$ cat config.mk
export PLATFORM = sky130hd
export DESIGN_NAME = trs_io_bus_if
export DESIGN_NICKNAME = d
export VERILOG_FILES = /design/src/rtl/trs_io_pkg.sv /design/src/rtl/trs_io_bus_if_strobe_sync.sv /design/src/rtl/trs_io_bus_if.sv
export SDC_FILE = /design/constraint.sdc
export NUM_CORES = 1
export LEC_CHECK = 0
export ABC_CLOCK_PERIOD_IN_PS = 1700
export CAP_MARGIN = 10
export CORE_AREA = 2 2 76 78
export CTS_CLUSTER_DIAMETER = 80
export DETAILED_ROUTE_END_ITERATION = 16
export DIE_AREA = 0 0 78 80
export PLACE_DENSITY = 0.81
export SYNTH_ARGS = -nofsm -noshare
export SYNTH_HDL_FRONTEND = slang
export SYNTH_SLANG_ARGS = --single-unit
$ cat constraint.sdc
create_clock -name clk -period 1.7 [get_ports clk]
set_input_delay 0.34 -clock clk [delete_from_list [all_inputs] [get_ports clk]]
set_output_delay 0.34 -clock clk [all_outputs]
set_load 0.1 [all_outputs]
$ cat src/rtl/trs_io_pkg.sv
// Shared types and defaults for the TRS-80 Z80 I/O bus front-end.
package trs_io_pkg;

   typedef enum logic [2:0] {
      ST_IDLE,
      ST_SETTLE,
      ST_LATCH,
      ST_RD_WAIT,
      ST_RD_DRIVE,
      ST_HOLD,
      ST_RELEASE
   } io_state_t;

   localparam int unsigned DEF_SYNC_STAGES   = 2;
   localparam int unsigned DEF_SETTLE_CYCLES = 3;
   localparam int unsigned DEF_RD_TIMEOUT    = 255;

   // Value an undriven Z80 data bus reads as.
   localparam logic [7:0] BUS_FLOAT = 8'hFF;

endpackage

$ cat src/rtl/trs_io_bus_if_strobe_sync.sv
// Synchronizer chains for the asynchronous active-low OUT/IN strobes.
module strobe_sync #(
   parameter int unsigned SYNC_STAGES = 2
) (
   input  logic clk,
   input  logic srst_n,
   input  logic i_out_n,
   input  logic i_in_n,
   output logic o_out_n,
   output logic o_in_n
);

   logic [SYNC_STAGES-1:0] r_out_chain;
   logic [SYNC_STAGES-1:0] r_in_chain;

   always_ff @(posedge clk) begin
      if (!srst_n) begin
         r_out_chain <= '1;
         r_in_chain  <= '1;
      end else begin
         r_out_chain <= {r_out_chain[SYNC_STAGES-2:0], i_out_n};
         r_in_chain  <= {r_in_chain[SYNC_STAGES-2:0], i_in_n};
      end
   end

   assign o_out_n = r_out_chain[SYNC_STAGES-1];
   assign o_in_n  = r_in_chain[SYNC_STAGES-1];

endmodule

$ cat src/rtl/trs_io_bus_if.sv
// Z80 I/O bus front-end: deglitched strobes, latched address/data, one io_access
// per bus cycle, and WAIT-stretched reads driven back from the claiming peripheral.
module trs_io_bus_if
   import trs_io_pkg::*;
#(
   parameter int unsigned SYNC_STAGES   = DEF_SYNC_STAGES,
   parameter int unsigned SETTLE_CYCLES = DEF_SETTLE_CYCLES,
   parameter int unsigned RD_TIMEOUT    = DEF_RD_TIMEOUT
) (
   input  logic       clk,
   input  logic       srst_n,
   input  logic [7:0] bus_a,
   input  logic [7:0] bus_d_in,
   input  logic       bus_out_n,
   input  logic       bus_in_n,
   input  logic       rd_claim,
   input  logic [7:0] rd_data,
   input  logic       rd_rdy,
   output logic [7:0] TRS_A,
   output logic [7:0] TRS_D,
   output logic       TRS_OUT,
   output logic       TRS_IN,
   output logic       io_access,
   output logic [7:0] bus_d_out,
   output logic       bus_d_oe,
   output logic       bus_wait
);

   localparam logic [3:0] SETTLE_N = 4'(SETTLE_CYCLES);
   localparam logic [7:0] TMO_LAST = 8'(RD_TIMEOUT - 1);

   logic      w_out_n;
   logic      w_in_n;
   logic      w_strb_n;
   logic      w_other_n;
   io_state_t r_state;
   logic      r_is_rd;
   logic [3:0] r_settle;
   logic [7:0] r_timer;

   strobe_sync #(
      .SYNC_STAGES(SYNC_STAGES)
   ) u_sync (
      .clk     (clk),
      .srst_n  (srst_n),
      .i_out_n (bus_out_n),
      .i_in_n  (bus_in_n),
      .o_out_n (w_out_n),
      .o_in_n  (w_in_n)
   );

   always_comb begin
      w_strb_n  = r_is_rd ? w_in_n  : w_out_n;
      w_other_n = r_is_rd ? w_out_n : w_in_n;
   end

   always_ff @(posedge clk) begin
      if (!srst_n) begin
         r_state   <= ST_IDLE;
         r_is_rd   <= 1'b0;
         r_settle  <= '0;
         r_timer   <= '0;
         TRS_A     <= '0;
         TRS_D     <= '0;
         TRS_OUT   <= 1'b1;
         TRS_IN    <= 1'b1;
         io_access <= 1'b0;
         bus_d_out <= '0;
         bus_d_oe  <= 1'b0;
         bus_wait  <= 1'b0;
      end else begin
         io_access <= 1'b0;
         case (r_state)
            ST_IDLE: begin
               if (!w_out_n && !w_in_n) begin
                  r_state <= ST_RELEASE;
               end else if (!w_out_n || !w_in_n) begin
                  r_is_rd  <= !w_in_n;
                  r_settle <= 4'd1;
                  r_state  <= ST_SETTLE;
               end
            end
            ST_SETTLE: begin
               if (!w_other_n) begin
                  r_state <= ST_RELEASE;
               end else if (w_strb_n) begin
                  r_state <= ST_IDLE;
               end else if (r_settle == SETTLE_N) begin
                  // Latch on the exit edge so io_access is high for the whole LATCH cycle.
                  TRS_A <= bus_a;
                  if (r_is_rd) begin
                     TRS_IN <= 1'b0;
                  end else begin
                     TRS_D   <= bus_d_in;
                     TRS_OUT <= 1'b0;
                  end
                  io_access <= 1'b1;
                  r_state   <= ST_LATCH;
               end else begin
                  r_settle <= r_settle + 4'd1;
               end
            end
            ST_LATCH: begin
               // rd_claim decodes the TRS_A registered on the previous edge.
               if (r_is_rd && rd_claim) begin
                  bus_wait <= 1'b1;
                  r_timer  <= '0;
                  r_state  <= ST_RD_WAIT;
               end else begin
                  r_state <= ST_HOLD;
               end
            end
            ST_RD_WAIT: begin
               if (w_strb_n) begin
                  bus_wait <= 1'b0;
                  TRS_OUT  <= 1'b1;
                  TRS_IN   <= 1'b1;
                  r_state  <= ST_RELEASE;
               end else if (rd_rdy) begin
                  bus_d_out <= rd_data;
                  bus_d_oe  <= 1'b1;
                  bus_wait  <= 1'b0;
                  r_state   <= ST_RD_DRIVE;
               end else if (r_timer == TMO_LAST) begin
                  bus_d_out <= BUS_FLOAT;
                  bus_d_oe  <= 1'b1;
                  bus_wait  <= 1'b0;
                  r_state   <= ST_RD_DRIVE;
               end else if (r_timer != 8'hFF) begin
                  r_timer <= r_timer + 8'd1;
               end
            end
            ST_RD_DRIVE: begin
               if (w_strb_n) begin
                  bus_d_oe <= 1'b0;
                  TRS_OUT  <= 1'b1;
                  TRS_IN   <= 1'b1;
                  r_state  <= ST_RELEASE;
               end
            end
            ST_HOLD: begin
               if (w_strb_n) begin
                  TRS_OUT <= 1'b1;
                  TRS_IN  <= 1'b1;
                  r_state <= ST_RELEASE;
               end
            end
            ST_RELEASE: begin
               TRS_OUT  <= 1'b1;
               TRS_IN   <= 1'b1;
               bus_d_oe <= 1'b0;
               bus_wait <= 1'b0;
               if (w_out_n && w_in_n) begin
                  r_state <= ST_IDLE;
               end
            end
            default: r_state <= ST_IDLE;
         endcase
      end
   end

endmodule
==> flow_summary.yaml <==
run_status:
  status: "complete, no violations"
clock_network:
  clk_latency_ns: 0.30
  path_clk_slew_ns: 0.09
  numCtsBuffers: 5
  clock-sinks: 49
  cts-root-buf: "clkbuf_8"
  htree_levels: 2
  cts_tree: "done"
  cts_buffer_depth: 2
synth:
  synthArstFlopShare: 0
  synth.distinct_cells: 48
  synth_edf_count: 0
  synth_ff_type: "dfxtp_1"
  yosysSeqAreaShare: 0.4291
  syn_inst: 262
  syn_nets: 297
  avgSynthCellArea_um2: 8.725
  ys_ff_latch: 49
  ys_warn_count: 0
  synth_area_um2: 2286
critical_path:
  path_buf_inv: 1
  cpPeakStageDelay_ns: 0.45
  critPathRequiredTime_ns: 1.89
  cp.arrival_ns: 1.82
  start_kind: "flip-flop"
  cpLargestDelayFamily: "simple AND/OR/NAND/NOR gates"
  end_kind: "flip-flop"
  critPathKind: "flip-flop to flip-flop"
  crit_chain: "mux2_4 > buf_4 > or4_1 > o21ai_0 > nor2_1"
  critPathMaxFanout: 9
  cp_slowest_cell: "or4_1"
global_route:
  grt_max_degree: 25
  antenna_found_initial: 0
  grt_pass1_vias: 2331
  met1_usage: 0.2374
  grt_overflow: 0
  grt_pass1_wl_um: 10520
  use_met3: 0.03846
  grtUsageMet2: 0.4026
  grt-busiest-layer: "met2"
  grtUsageTotal: 0.2100
timing:
  tightest_slew_ns: 0.3590
  max_freq_mhz: 614.8
  drv_slew: 0
  period_needed_ns: 1.627
  post-route-period-util: 0.9568
  hold_viol_final: 0
  maxSlewHeadroom: 0.7601
  setup_viol_count_final: 0
  fin_skew_ns: 0.005225
  fin_hold_ws_ns: 0.4146
drt:
  vias_per_cell: 5.379
  drc: 0
  wl_um: 6682
  drt_iter0_markers: 110
  avgRoutedWirePerCell_um: 15.65
  vias: 2297
  first_pass_iters: 5
  drtAntennaViolNets: 0
layout:
  diodes: 0
  nNetsFinal: 389
  drive_gt1_frac: 0.3042
  final_cells: 427
  multiInputGateArea_um2: 1320
  register_area_um2: 996.0
  area_growth_pct: 64.42
  fill_cells: 390
  final_util: 0.6954
floorplanning:
  die_y_um: 80
  io_pins: 59
  die_w_um: 78
  core_um2: 5405
  fp-row-count: 27
  die-area_um2: 6240
  initial_core_util: 0.4229
pwr:
  leakagePower_uw: 0.001497
  p_total_uw: 3301
  power_density_nw_per_um2: 878.1
  peakVddDrop_uv: 536.0
placement:
  place_congestion: 0.8546
  dp_cells: 417
  port_buffers: 58
  hpwl_um: 4742
hold_path:
  hold_class: "flip-flop to flip-flop"
flow_run:
  drv_cap: 0
-- state kept, by name, indices dropped and copies added, names as in the netlist, 2 cells and up --
| register | flops |
|---|---|
| r_settle | 4 |
| TRS_D | 8 |
| u_sync.r_out_chain | 2 |
| r_timer | 8 |
| r_state | 3 |
| TRS_A | 8 |
| u_sync.r_in_chain | 2 |
| bus_d_out | 8 |
-- cell type report --
class	instances	area share
Timing Repair Buffer	99	0.3186
Clock buffer	6	0.02197
Multi-Input combinational cell	191	0.3512
Sequential cell	49	0.2650
Clock inverter	2	0.009987
Tap cell	72	0.02397
Inverter	8	0.009321
-- worst paths after layout --
path                               from                     to  slack, ns  depth (start not counted)
setup / recovery                r_is_rd           bus_d_out[0]       0.07                          5
hold / removal    u_sync.r_out_chain[0]  u_sync.r_out_chain[1]       0.41                          1
setup reg to reg                r_is_rd           bus_d_out[0]       0.07                          5
hold reg to reg   u_sync.r_out_chain[0]  u_sync.r_out_chain[1]       0.41                          1
-- where the power goes --
part	switching, µW	internal [µW]	leakage [µW]
Clock	404	479	0.0000574
Sequential	78.0	1210	0.000401
Combinational	599	525	0.00104
-- logic make-up (layout without fill, tap and decap cells) --
group	after synthesis	count (layout)	share of synthesized area
compound gates	55	55	0.1565
flops	49	49	0.4291
xor+xnor	2	2	0.007664
mux	20	20	0.08812
buf+inv	22	115	0.04106
simple gates	109	109	0.2501
fa+ha+maj	5	5	0.02737
-- layer usage --
metal / vias up / routed length [µm]
met5: - / 0
met4: 0 / 62
met3: 8 / 231
met2: 56 / 3769
met1: 1102 / 2619
li1: 1131 / -
-- synth_stat cells (4+ instances only) --
| cell | number | area share |
|---|---|---|
| a21oi_1 | 9 | 0.020 |
| a31oi_1 | 4 | 0.011 |
| buf_2 | 6 | 0.013 |
| clkbuf_1 | 7 | 0.011 |
| dfxtp_1 | 49 | 0.43 |
| ha_1 | 5 | 0.027 |
| inv_1 | 7 | 0.011 |
| mux2i_1 | 19 | 0.083 |
| nand2_1 | 16 | 0.026 |
| nand2b_1 | 7 | 0.019 |
| nand3_1 | 12 | 0.026 |
| nand4_1 | 7 | 0.019 |
| nor2_1 | 37 | 0.061 |
| nor3_1 | 6 | 0.013 |
| nor3b_1 | 5 | 0.016 |
| o21ai_0 | 19 | 0.042 |
| o22ai_1 | 4 | 0.011 |
| or4_1 | 8 | 0.026 |
-- cell usage in the layout (no fill, tap or decap), types with 6 or more instances in the layout --
cell type and instances:
a21oi_1 8, buf_12 30, buf_4 39, clkbuf_8 6, clkdlybuf4s50_1 28, dfxtp_1 41, dfxtp_2 6, inv_1 7
mux2i_1 19, nand2_1 15, nand2b_1 7, nand3_1 11, nand4_1 7, nor2_1 37, o21ai_0 15, or4_1 8
-- worst register-to-register path, stage by stage, from the launching register on --
cell	delay [ns]
dfxtp_4	0.39
mux2_4	0.37
buf_4	0.16
or4_1	0.45
o21ai_0	0.09
nor2_1	0.06
-- repair_timing --
item,in CTS,in global routing
endpoints found under the setup margin,11,31
pin swaps,3,5
buffers inserted,0,2
hold buffers,0,0
resized for setup,15,23
-- per-stage QoR --
stage	area, µm²	setup slack (ns)	TNS (ns)
final	3759	0.07336	0
after global routing	3759	-0.003004	-0.003004
after CTS	3666	0.01219	0
after detailed placement	3488	-0.2244	-1.182
after global placement	3488	-0.2236	-0.6691
after floorplan	2286	0.01352	0
Power figures use the tool's default switching activity.
